### config.mk
export PLATFORM = sky130hd
export DESIGN_NAME = seq_mult_iter
export DESIGN_NICKNAME = d
export VERILOG_FILES = /design/src/rtl/seq_mult_iter.sv
export SDC_FILE = /design/constraint.sdc
export NUM_CORES = 1
export LEC_CHECK = 0
export CAP_MARGIN = 0
export CORE_MARGIN = 1
export CORE_UTILIZATION = 40
export CTS_CLUSTER_DIAMETER = 50
export DETAILED_ROUTE_END_ITERATION = 7
export PLACE_DENSITY = 0.75
export SYNTH_ARGS = -nofsm -noshare
export SYNTH_HDL_FRONTEND = slang
export SYNTH_SLANG_ARGS = --single-unit
export TNS_END_PERCENT = 20
### constraint.sdc
create_clock -name clk -period 2.5 [get_ports clk]
set_input_delay 0.375 -clock clk [delete_from_list [all_inputs] [get_ports clk]]
set_output_delay 0.375 -clock clk [all_outputs]
set_load 0.01 [all_outputs]
### src/rtl/seq_mult_iter.sv
// ---------------------------------------------------------------------------
// seq_mult_iter
//   Iterative shift-add multiplier with valid/ready handshakes on both sides.
//   One partial-product add per BUSY cycle. Exits early once the remaining
//   multiplier bits are all zero.
//
//   Handshake rule (both sides): a transfer happens on a rising clk edge
//   where valid and ready are both high. in_ready/out_valid depend on the
//   state register only. There is no combinational path from in_valid or
//   out_ready to any output.
//
//   Optional feature: define SEQ_MULT_SIGNED_EN for two's-complement
//   operands and product. It is undefined by default, which gives an
//   unsigned multiplier.
//
// Parameters:
//   W            operand width (2..32)
// Ports:
//   clk          clock, rising edge
//   rst_n        asynchronous active-low reset
//   in_valid     operand pair present
//   in_ready     high in IDLE, block can accept a pair
//   a, b         multiplicand / multiplier (W bits)
//   out_valid    high in DONE, product present
//   out_ready    consumer accepts the product
//   p            product (2W bits)
//   busy         high in BUSY and DONE
//   o_dbg_state  FSM state (0 IDLE, 1 BUSY, 2 DONE) for observation
// ---------------------------------------------------------------------------
module seq_mult_iter #(
  parameter int W = 4
) (
  input  logic           clk,
  input  logic           rst_n,
  input  logic           in_valid,
  output logic           in_ready,
  input  logic [W-1:0]   a,
  input  logic [W-1:0]   b,
  output logic           out_valid,
  input  logic           out_ready,
  output logic [2*W-1:0] p,
  output logic           busy,
  output logic [1:0]     o_dbg_state
);

  localparam int CW = $clog2(W + 1);

  typedef enum logic [1:0] {
    S_IDLE = 2'd0,
    S_BUSY = 2'd1,
    S_DONE = 2'd2
  } state_t;

  state_t         r_state;
  state_t         w_state_nxt;

  logic [2*W-1:0] r_mcand;
  logic [W-1:0]   r_mplier;
  logic [2*W-1:0] r_acc;
  logic [CW-1:0]  r_cnt;

  logic           w_accept;
  logic [W-1:0]   w_a_mag;
  logic [W-1:0]   w_b_mag;
  logic [2*W-1:0] w_addend;
  logic [2*W-1:0] w_acc_sum;
  logic [2*W-1:0] w_acc_fin;
  logic [W-1:0]   w_mplier_shr;
  logic [CW-1:0]  w_cnt_inc;
  logic           w_last;

  assign w_accept = (r_state == S_IDLE) && in_valid;

`ifdef SEQ_MULT_SIGNED_EN
  logic r_neg;

  // The magnitude of the most negative value, 2^(W-1), still fits in W
  // unsigned bits, so the negation needs no extra width.
  assign w_a_mag = a[W-1] ? (~a + W'(1)) : a;
  assign w_b_mag = b[W-1] ? (~b + W'(1)) : b;

  always_ff @(posedge clk or negedge rst_n) begin
    if (!rst_n) begin
      r_neg <= 1'b0;
    end else if (w_accept) begin
      r_neg <= a[W-1] ^ b[W-1];
    end
  end

  // Sign fix-up is folded into the exit edge, so latency matches unsigned.
  assign w_acc_fin = (w_last && r_neg) ? (~w_acc_sum + (2*W)'(1)) : w_acc_sum;
`else
  assign w_a_mag   = a;
  assign w_b_mag   = b;
  assign w_acc_fin = w_acc_sum;
`endif

  // One shift-add step. acc is 2W bits wide, so the sum cannot overflow.
  assign w_addend     = r_mplier[0] ? r_mcand : '0;
  assign w_acc_sum    = r_acc + w_addend;
  assign w_mplier_shr = r_mplier >> 1;
  assign w_cnt_inc    = r_cnt + CW'(1);
  // Early exit: no set multiplier bits remain, or all W bits are consumed.
  assign w_last       = (w_mplier_shr == '0) || (w_cnt_inc == CW'(W));

  // FSM state register.
  always_ff @(posedge clk or negedge rst_n) begin
    if (!rst_n) begin
      r_state <= S_IDLE;
    end else begin
      r_state <= w_state_nxt;
    end
  end

  // FSM next-state logic.
  always_comb begin
    w_state_nxt = r_state;
    case (r_state)
      S_IDLE:  if (in_valid)  w_state_nxt = S_BUSY;
      S_BUSY:  if (w_last)    w_state_nxt = S_DONE;
      S_DONE:  if (out_ready) w_state_nxt = S_IDLE;
      default:                w_state_nxt = S_IDLE;
    endcase
  end

  // Datapath registers.
  always_ff @(posedge clk or negedge rst_n) begin
    if (!rst_n) begin
      r_mcand  <= '0;
      r_mplier <= '0;
      r_acc    <= '0;
      r_cnt    <= '0;
    end else if (w_accept) begin
      r_mcand  <= {{W{1'b0}}, w_a_mag};
      r_mplier <= w_b_mag;
      r_acc    <= '0;
      r_cnt    <= '0;
    end else if (r_state == S_BUSY) begin
      r_mcand  <= r_mcand << 1;
      r_mplier <= w_mplier_shr;
      r_acc    <= w_acc_fin;
      r_cnt    <= w_cnt_inc;
    end
  end

  // Outputs are decoded from registers only.
  assign in_ready    = (r_state == S_IDLE);
  assign out_valid   = (r_state == S_DONE);
  assign busy        = (r_state != S_IDLE);
  assign p           = r_acc;
  assign o_dbg_state = r_state;

endmodule

==> flow_summary.json <==
{
  "numPortBuffers": 24,
  "status": "finished clean",
  "antenna_found_initial": 0,
  "end_kind": "register",
  "grt_overflow": 0,
  "cts_tree": "done",
  "cpPeakStageDelay_ns": 0.45,
  "critPathLaunch": "r_mplier[0]$_DFFE_PN0P_",
  "critPathBufInv": 0,
  "drtIter0Drc": 33,
  "cp_cell_sequence": "and2_1 > ha_1 > fa_1 > a21o_1 > a21oi_1 > o21bai_1 > mux2_1 > o311ai_0",
  "drc_errors": 0,
  "postCtsSetupBuffers": 0,
  "dr.pass1.iters": 4,
  "period_minus_slack_ns": 2.30,
  "p_leak_nw": 0.801,
  "via_count": 1195,
  "viasPerCell": 5.41,
  "die_h_um": 62.8,
  "synth.area.top_cells": "dfrtp_1, ha_1, o21ai_0, nor2b_1, a22o_1",
  "rsz0062_at_grt": "false",
  "synth_fa_ha_area_share_pct": 8.97,
  "core-area_um2": 3440,
  "cts_max_level": 1,
  "hold_path.class": "input pin to async pin",
  "fin_nets": 198,
  "cp_max_fo": 10,
  "setup_viol": 0,
  "start_util_pct": 43.0,
  "r2r_start": "r_mplier[0]$_DFFE_PN0P_",
  "n_antenna_cell": 0,
  "wl_per_cell_um": 14.5,
  "layout-drive-gt1-share_pct": 6.29,
  "synthSimpleGateAreaFrac_pct": 16.6,
  "clkSlewWorstSetupHoldPaths_ns": 0.09,
  "finalHoldViolations": 0,
  "max_slew.worst_pin.slew_ns": 1.10,
  "dp_hpwl_um": 2310,
  "yosysSeqAreaShare_pct": 42.3,
  "fin_setup_tns_ns": 0,
  "yosys_warnings": 0,
  "root_buffer": "clkbuf_8",
  "vdd_drop_max_uv": 635,
  "synth_compound_area_share_pct": 25.0,
  "cap_violations": 0,
  "yosysTopAreaCell": "dfrtp_1",
  "clk-insertion-delay-late_ns": 0.27,
  "synth_fp_nets": 174,
  "synth_cell_types": 33,
  "finClkSkew_ns": 0.00371,
  "cts_sinks": 25,
  "grt_pass1_wl_um": 5580,
  "grt_pass1_vias": 1194,
  "max_freq_mhz": 434,
  "antenna_left": 0,
  "cp_slowest_cell": "dfrtp_1",
  "hold_ws_ns": 0.461,
  "worstPathArrival_ns": 2.45,
  "syn-instance-count": 152,
  "rows": 21,
  "drt_wl_total_um": 3210,
  "synth_top_family_by_area": "compound AO/OA/AOI/OAI gates",
  "worstPathRequired_ns": 2.64,
  "cts_made_buffers": 3,
  "cts_resized": 0,
  "grt_usage_pct": 17.8,
  "cp-start-kind": "register",
  "ctsHoldBuffers": 0,
  "dp_cells": 217,
  "gp_congestion": 0.874,
  "synth_xor_area_share_pct": 2.37,
  "relSlewSlack_pct": 26.5,
  "timing.final.crit_share_pct": 92.2,
  "syn-cell-area_um2": 1480,
  "drv_slew": 0,
  "area_growth_pct": 21.9,
  "ctsLongestPathBuffers": 2,
  "crit_family": "adder cells",
  "layoutNonFillerInstCount": 221,
  "worstSetupPathType": "register to register",
  "synthMuxAreaShare_pct": 0.761,
  "grt_max_degree": 26,
  "ys_seq_elements": 25,
  "dieWidth_um": 62.8,
  "yosys.area.top_type_share_pct": 42.3,
  "synth_area_per_cell_um2": 9.73,
  "dieArea_um2": 3940,
  "p_per_area_nw_per_um2": 1050,
  "io_pins": 25
}
[worst paths after layout]
kind                                     to  slack [ns]  cells past startpoint
setup / recovery           p[6]$_DFFE_PN0P_        0.20                      8
hold / removal             p[7]$_DFFE_PN0P_        0.46                      2
setup reg to reg           p[6]$_DFFE_PN0P_        0.20                      8
hold reg to reg            p[2]$_DFFE_PN0P_        0.53                      2
max in group asynchronous  p[6]$_DFFE_PN0P_        1.79                      2
min in group clk           p[2]$_DFFE_PN0P_        0.53                      2
[synth_stat cells, drive strengths merged]
| cell type | number |
|---|---|
| o21ai | 17 |
| a22oi | 6 |
| nor3 | 2 |
| mux2 | 1 |
| a21o | 3 |
| buf | 2 |
| a21oi | 12 |
| o311ai | 1 |
| o211ai | 1 |
| o21bai | 4 |
| nand2 | 11 |
| dfrtp | 25 |
| o31ai | 1 |
| nor4b | 1 |
| ha | 9 |
| xor2 | 2 |
| nand2b | 1 |
| xnor2 | 2 |
| nor2b | 11 |
| a22o | 7 |
| nand3b | 1 |
| clkbuf | 6 |
| a211oi | 3 |
| or4 | 1 |
| fa | 1 |
| nor2 | 3 |
| o2bb2ai | 1 |
| and2 | 10 |
| nand3 | 3 |
| inv | 4 |
[report_power, final]
part / internal, W / total (W) / switching, W
Clock: 0.000113 / 0.000249 / 0.000136
Sequential: 0.000561 / 0.000754 / 0.000193
Combinational: 0.000444 / 0.000883 / 0.000438
Total: 0.00112 / 0.00189 / 0.000768
[registers in the layout, indices dropped and copies added, names as in the netlist]
name / count
o_dbg_state: 2
p: 8
r_cnt: 3
r_mcand: 8
r_mplier: 4
[cells by family (layout without fill, tap and decap cells)]
logic type      Yosys count  after routing
compound gates           56             56
simple gates             44             44
flops                    25             25
buf+inv                  12             35
fa+ha+maj                10             10
xor+xnor                  4              4
mux                       1              1
[worst reg2reg max path: stages (launching register included)]
cell and delay [ns]:
dfrtp_1 0.45, and2_1 0.17, ha_1 0.22, fa_1 0.42, a21o_1 0.17, a21oi_1 0.21
o21bai_1 0.09, mux2_1 0.32, o311ai_0 0.12
[stage by stage]
step	total power (W)	setup WS (ns)	util, %	area (um^2)
6_report	0.00189	0.195	52.4	1800
2_1_floorplan	0.00132	0.400	-	1480
3_5_place_dp	0.00165	0.238	51.0	1750
4_1_cts	0.00191	0.168	52.4	1800
3_3_place_gp	0.00160	0.314	51.0	1750
5_1_grt	0.00205	0.0107	52.4	1800
[final cells by class]
class / instances / area (um^2)
Fill cell: 311 / 1640
Multi-Input combinational cell: 115 / 793
Sequential cell: 25 / 626
Timing Repair Buffer: 27 / 263
Tap cell: 46 / 57.6
Clock buffer: 3 / 41.3
Inverter: 4 / 15.0
Clock inverter: 1 / 7.51
[metal layers]
metal,vias to the layer above,part of all wire [%],global-route usage [%]
met5,-,0,0
met4,0,0.84,6.98
met2,21,48,27.9
met1,580,49,24.6
met3,2,2.1,2.55
li1,592,-,-
[cells in the final DEF (no fill, tap or decap), types with 2 or more instances in the layout]
cell type,synthesis,routed
inv_1,4,4
xor2_1,2,2
a211oi_1,2,2
a22oi_1,6,6
clkdlybuf4s50_1,0,24
nor3_1,2,2
o21bai_1,4,4
ha_1,9,9
buf_4,0,3
nor2b_1,11,11
nand3_1,3,3
o21ai_0,15,15
clkbuf_8,0,3
xnor2_1,2,2
nor2_1,3,3
a21oi_1,12,12
dfrtp_1,25,25
and2_1,9,9
a22o_1,7,7
a21o_1,3,3
nand2_1,11,11
o21ai_1,2,2
Note: power is estimated with default switching activity, not from simulation.
==> patch 1, RTL diff (config.mk and constraints unchanged) <==
Change the parameter `W` from 4 to 16.
--- a/src/rtl/seq_mult_iter.sv
+++ b/src/rtl/seq_mult_iter.sv
@@ -30,3 +30,3 @@
 module seq_mult_iter #(
-  parameter int W = 4
+  parameter int W = 16
 ) (
Ports: changed (resized a, b and p); port bits go from 25 to 73. No check against the original RTL was run, so the function may have changed too.
==> patch 1 against the unedited design <==
- the run now ends with setup timing left
- clock power grew to 6.4 times the old value
- clock skew is 0.0058 ns higher
- area after synthesis rose to 3.6 times the old value
- non-clock buffer count up 148
- total power grew to 4.3 times the old value
- cell area rose to 4.2 times the old value
- critical path depth rose by 4
- combinational power increased to 4.7 times the old value
- worst setup slack got worse by 0.52 ns
- routed wire length grew to 4.5 times the old value
- hold slack got worse by 0.45 ns
- global-route usage is 4.8 points higher
- sequential cell count is 62 higher
- fmax down 18%
- highest routed layer unchanged
==> patch 1: results (changes against the unedited design) <==
----------------------------------------------------
[Route]
  Total detailed-routing wirelength ... 14,500 um (+350%)
  Routed vias ... 5,008 (+320%)
  Met3 Wirelength ... 550 um (+710%)
  Number of detailed-route iterations in the first pass ... 5 (+1)
  Routed length on met2 ... 7090 um (+360%)
  DRC violation total after the first TritonRoute iteration ... 336 (+920%)
  Met1 layer wirelength in the final routing ... 6630 um (+330%)

[Worst setup path]
  Crit Path Max Fanout ... 9 (-1)
  Slowest cell on the critical path ... sky130_fd_sc_hd__dfrtp_2
  R2R Path End ... p[29]$_DFFE_PN0P_
  Number of cell instances on the worst register-to-register path ... 12 (+4)

[STA]
  Setup slack of the critical path after layout ... -0.324 ns (-0.519 ns)
  Slew headroom ... 53.4% (+27 points)
  Final worst path period share ... 113% (+21 points)
  Hold slack final ... 0.00605 ns (-0.455 ns)
  Setup-failing EPs final ... 22 (+22)

[Synthesis]
  Cell types with the highest counts after synthesis ... sky130_fd_sc_hd__nand2_1, sky130_fd_sc_hd__dfrtp_1, sky130_fd_sc_hd__o21ai_0
  Count of different cell masters after synthesis ... 52 (+58%)
  Sequential fraction of the synthesis area ... 41.0% (-1.3 points)
  Net count after synthesis ... 679 (+290%)
  Largest cells by area after synthesis ... sky130_fd_sc_hd__dfrtp_1, sky130_fd_sc_hd__nand2_1, sky130_fd_sc_hd__ha_1
  FFs w/ async S/R, synth ... 100% (unchanged)
  Synthesized-area fraction occupied by adder cells ... 7.92% (-1.1 points)
  Fraction of synthesized area in multiplexers ... 0.377% (-0.38 points)
  Xor-xnor portion of the synthesized cell area ... 4.62% (+2.2 points)
  Post-synthesis compound-gate area fraction ... 23.0% (-2.0 points)

[Power]
  Switching share of power ... 39.4% (-1.3 points)
  Leak Pwr ... 3.52 nW (+340%)
  VDD IR-drop max ... 661 uV (+4.1%)

[GRT]
  Global-route track usage on met3 ... 4.69% (+2.1 points)
  First-pass GRT wire length ... 24,100 um (+330%)
  GRT Resource Usage Total ... 22.6% (+4.8 points)
  Met2 track demand over resource in global routing ... 37.9% (+10 points)
  Largest net degree at the start of global routing ... 52 (+100%)
  Met1 usage in global routing ... 29.8% (+5.2 points)

[CTS]
  Post-CTS Setup Repair Bufs ... 2 (+2)
  Num CTS Buffers ... 9 (+6)
  Worst-Skew Late Latency ... 0.35 ns (+0.08 ns)
  H-tree levels ... 3 (+2)
  Root buffer cell ... sky130_fd_sc_hd__clkbuf_16
  Cts repair resizes ... 14 (+14)
  Clock transition at path regs ... 0.06 ns (-0.03 ns)

[Final layout]
  Nets ... 832 (+320%)
  Filler cell count in the final layout ... 1,066 (+240%)
  Fraction of layout cells with a size suffix above 1 ... 22.0% (+16 points)

[Place]
  Placed Area ... 7040 um^2 (+300%)
  Number of buffers added on ports ... 72 (+200%)
  GPL Wtd Cong ... 0.852 (-2.5%)

[Status]
  Result of the run ... complete, but fails checks
  Violated checks ... setup timing

----------------------------------------------------
## patch 1: cell types whose count changed in the layout (fill, tap and decap cells not counted), sizes merged, moves of 22 or more
cell           delta
nand2           +129
nand3            +22
and2             +22
dfrtp            +62
o21ai            +52
clkdlybuf4s50    +47
a22oi            +25
ha               +23
buf             +101
## patch 1: metrics by stage
| step | setup slack (ns) | setup TNS (ns) | cells | utilization [%] |
|---|---|---|---|---|
| 6_report | -0.324 | -4.21 | 940 | 58.9 |
| 3_3_place_gp | -0.346 | -4.92 | 919 | 55.1 |
| 3_5_place_dp | -0.514 | -7.48 | 919 | 55.1 |
| 5_1_grt | -0.443 | -6.92 | 940 | 58.9 |
| 4_1_cts | -0.303 | -3.71 | 937 | 58.6 |
| 2_1_floorplan | -0.0752 | -0.372 | 610 | - |
## patch 1: critical path, delay by kind of cell, from the launching register on
kind / cells / cell delay [ns]
compound gates: 8 / 1.53
fa+ha+maj: 1 / 0.24
buf+inv: 1 / 0.16
simple gates: 1 / 0.16
xor+xnor: 1 / 0.13
flops: 1 / 0.46
## patch 1: power groups by stage
| stage | Combinational (mW) | Sequential (mW) | Clock, mW |
|---|---|---|---|
| 3_5_place_dp | 4.04 | 2.42 | 0 |
| 6_report | 4.19 | 2.41 | 1.59 |
| 5_1_grt | 4.66 | 2.47 | 1.66 |
| 2_1_floorplan | 2.22 | 2.36 | 0 |
| 3_3_place_gp | 3.89 | 2.39 | 0 |
| 4_1_cts | 4.18 | 2.40 | 1.62 |
## patch 1: area by class of cell
| class | instances | area share (%) |
|---|---|---|
| timing repair buffer | 175 | 20.4 |
| clock buffer | 11 | 3.36 |
| tap | 172 | 2.86 |
| multi-input combinational | 480 | 42.6 |
| clock inverter | 5 | 1.38 |
| inverter | 10 | 0.499 |
| sequential | 87 | 28.9 |
==> patch 2, RTL diff (config.mk and constraints unchanged) <==
Without the edit above. Put one more register stage on the output `o_dbg_state`, with the module's reset. The value now appears one clock later. The other outputs are not delayed to match.
--- a/src/rtl/seq_mult_iter.sv
+++ b/src/rtl/seq_mult_iter.sv
@@ -150,3 +150,9 @@
   assign p           = r_acc;
-  assign o_dbg_state = r_state;
+  always_ff @(posedge clk or negedge rst_n) begin
+    if (!rst_n) begin
+      o_dbg_state <= '0;
+    end else begin
+      o_dbg_state <= r_state;
+    end
+  end
 
Function: changed (Yosys sat finds a counterexample within 4 cycles, from zero or initial values and one cycle with rst_n low).
==> patch 2 against the unedited design <==
- first-iteration DRC count increased by 140%
- sequential share of layout area increased by 2.1 points
- area after synthesis increased by 2.3%
- routed wire length unchanged
- worst setup slack improved by 0.23 ns
- sequential cell count increased by 2
- global-route usage decreased by 1.2 points
- total power increased by 3.3%
- cell area increased by 1.9%
- core utilization increased by 0.58 points
- largest power group unchanged
- critical endpoint is now out_valid
- fmax increased by 11%
- non-clock buffer count unchanged
==> patch 2: results (changes against the unedited design) <==
----------------------------------------------------
[Status]
  Result of the run ... finished clean

[GRT]
  Global-route track usage on met3 ... 2.72% (+0.16 points)
  GRT Resource Usage Total ... 16.6% (-1.2 points)
  First-pass GRT wire length ... 5260 um (-5.8%)
  Met2 track demand over resource in global routing ... 28.5% (+0.60 points)
  Antenna violations before repair ... 0 (unchanged)
  Largest net degree at the start of global routing ... 28 (+7.7%)
  Met1 usage in global routing ... 21.1% (-3.5 points)
  Vias in the first global route ... 1,163 (-2.6%)

[Final layout]
  Nets ... 195 (-1.5%)
  Number of standard cells in the final layout excluding fillers ... 218 (-1.4%)
  Ant diodes ... 0 (unchanged)
  Fraction of layout cells with a size suffix above 1 ... 6.40% (+0.11 points)
  Filler cell count in the final layout ... 317 (+1.9%)

[CTS]
  Cts repair resizes ... 0 (unchanged)
  H-tree levels ... 1 (unchanged)
  Worst-Skew Late Latency ... 0.27 ns (about the same)
  Clock transition at path regs ... 0.09 ns (about the same)
  Root buffer cell ... sky130_fd_sc_hd__clkbuf_8
  Maximum root-to-sink buffer count ... 2 (unchanged)
  Num CTS Buffers ... 3 (unchanged)
  Post-CTS Setup Repair Bufs ... 0 (unchanged)

[Synthesis]
  Avg Synthesized Cell Area ... 10.2 um^2 (+4.3%)
  Number of warnings issued by yosys ... 0 (unchanged)
  Largest cells by area after synthesis ... sky130_fd_sc_hd__dfrtp_1, sky130_fd_sc_hd__ha_1, sky130_fd_sc_hd__o21ai_0
  FFs w/ async S/R, synth ... 100% (unchanged)
  Net count after synthesis ... 171 (-1.7%)
  Cell types with the highest counts after synthesis ... sky130_fd_sc_hd__dfrtp_1, sky130_fd_sc_hd__o21ai_0, sky130_fd_sc_hd__a21oi_1, sky130_fd_sc_hd__nor2b_1, sky130_fd_sc_hd__ha_1
  Sequential fraction of the synthesis area ... 44.7% (+2.4 points)
  Count of different cell masters after synthesis ... 36 (+9.1%)
  Most used DFF post-synth ... sky130_fd_sc_hd__dfrtp_1

[Place]
  GPL Wtd Cong ... 0.821 (-6.1%)
  Placed Area ... 1790 um^2 (+1.9%)
  Number of buffers added on ports ... 24 (unchanged)
  Cells after DPL ... 214 (-1.4%)
  Detailed-placement wirelength estimate ... 2340 um (+1.1%)

[Route]
  DR vias/cell ... 5.63 (+4.2%)
  Number of detailed-route iterations in the first pass ... 4 (unchanged)
  DRC violation total after the first TritonRoute iteration ... 78 (+140%)
  Total detailed-routing wirelength ... 3210 um (unchanged)

[Worst setup path]
  CP Data Arrival Time ... 1.70 ns (-0.75 ns)
  Worst setup path class ... reg2out
  Number of cell instances on the worst register-to-register path ... 7 (-1)
  Crit Path Max Fanout ... 15 (+5)
  CP top delay family ... flip-flops
  CP peak stage delay ... 0.63 ns (+0.18 ns)
  Slowest cell on the critical path ... sky130_fd_sc_hd__dfrtp_1

[Power]
  Leak Pwr ... 0.830 nW (+3.6%)
  VDD IR-drop max ... 640 uV (+0.82%)
  P_sw ... 787 uW (+2.5%)

[STA]
  Clock skew after layout ... 0.00277 ns (-0.000933 ns)
  Slew headroom ... 21.3% (-5.2 points)

[Hold path]
  Worst min path class ... in2async

----------------------------------------------------
## patch 2: changes by cell type after synthesis, sizes merged, moves of 3 or more
cell    change
and2        -3
buf         +3
clkbuf      -3
nand2       -3
o21bai      -3
## patch 2: metrics by stage
| stage | utilization [%] | total power, mW | worst slack [ns] | hold slack [ns] |
|---|---|---|---|---|
| floorplan | - | 1.37 | 0.660 | 0.0794 |
| global placement | 51.6 | 1.65 | 0.505 | 0.489 |
| detailed placement | 51.6 | 1.71 | 0.460 | 0.500 |
| CTS | 53.0 | 1.96 | 0.406 | 0.473 |
| global route | 53.0 | 2.09 | 0.317 | 0.481 |
| finish | 53.0 | 1.95 | 0.425 | 0.464 |
## patch 2: worst reg2reg max path: stages, from the launching register on
cell	delay, ns
sky130_fd_sc_hd__dfrtp_1	0.48
sky130_fd_sc_hd__and2_1	0.18
sky130_fd_sc_hd__ha_1	0.22
sky130_fd_sc_hd__fa_1	0.41
sky130_fd_sc_hd__a21o_2	0.22
sky130_fd_sc_hd__a31oi_1	0.22
sky130_fd_sc_hd__or4_1	0.15
sky130_fd_sc_hd__nand3_1	0.07
## patch 2: routing by layer
metal	up-vias	wire length (um)
met4	0	35
met5	-	0
met1	605	1410
li1	584	-
met3	4	115
met2	35	1640
## patch 2: power by group through the flow
stage | logic, mW | clock network, mW | registers (mW)
final | 0.888 | 0.251 | 0.808
after detailed placement | 0.890 | 0 | 0.815
after CTS | 0.892 | 0.261 | 0.808
after floorplan | 0.611 | 0 | 0.764
after global routing | 0.972 | 0.280 | 0.842
after global placement | 0.846 | 0 | 0.804
## patch 2: final cells by class
type / instances / area share (%)
Multi-Input combinational cell: 108 / 41.9
Inverter: 6 / 1.23
Sequential cell: 27 / 36.8
Clock inverter: 1 / 0.409
Tap cell: 46 / 3.13
Timing Repair Buffer: 27 / 14.3
Clock buffer: 3 / 2.25
## patch 2: cells by family (layout without fill, tap and decap cells)
logic type / count (synthesis) / count (layout) / share of synthesized area (%)
AOI/OAI and AO/OA: 57 / 57 / 25.8
and+or+nand+nor: 36 / 36 / 13.4
DFF: 27 / 27 / 44.7
buffers and inverters: 14 / 37 / 4.47
adders and majority gates: 10 / 10 / 8.77
xor gates and xnor gates: 5 / 5 / 2.90
## patch 2: final timing paths
path,endpoint,slack (ns),from
worst min register to register,r_mcand[7]$_DFFE_PN0P_,0.53,r_mcand[7]$_DFFE_PN0P_
max in group asynchronous,r_mplier[2]$_DFFE_PN0P_,1.78,rst_n
worst max register to register,p[6]$_DFFE_PN0P_,0.45,r_mplier[0]$_DFFE_PN0P_
worst max-delay path,out_valid,0.43,r_state[1]$_DFFE_PN0P_
worst min-delay path,p[4]$_DFFE_PN0P_,0.46,rst_n
min in group clk,r_mcand[7]$_DFFE_PN0P_,0.53,r_mcand[7]$_DFFE_PN0P_
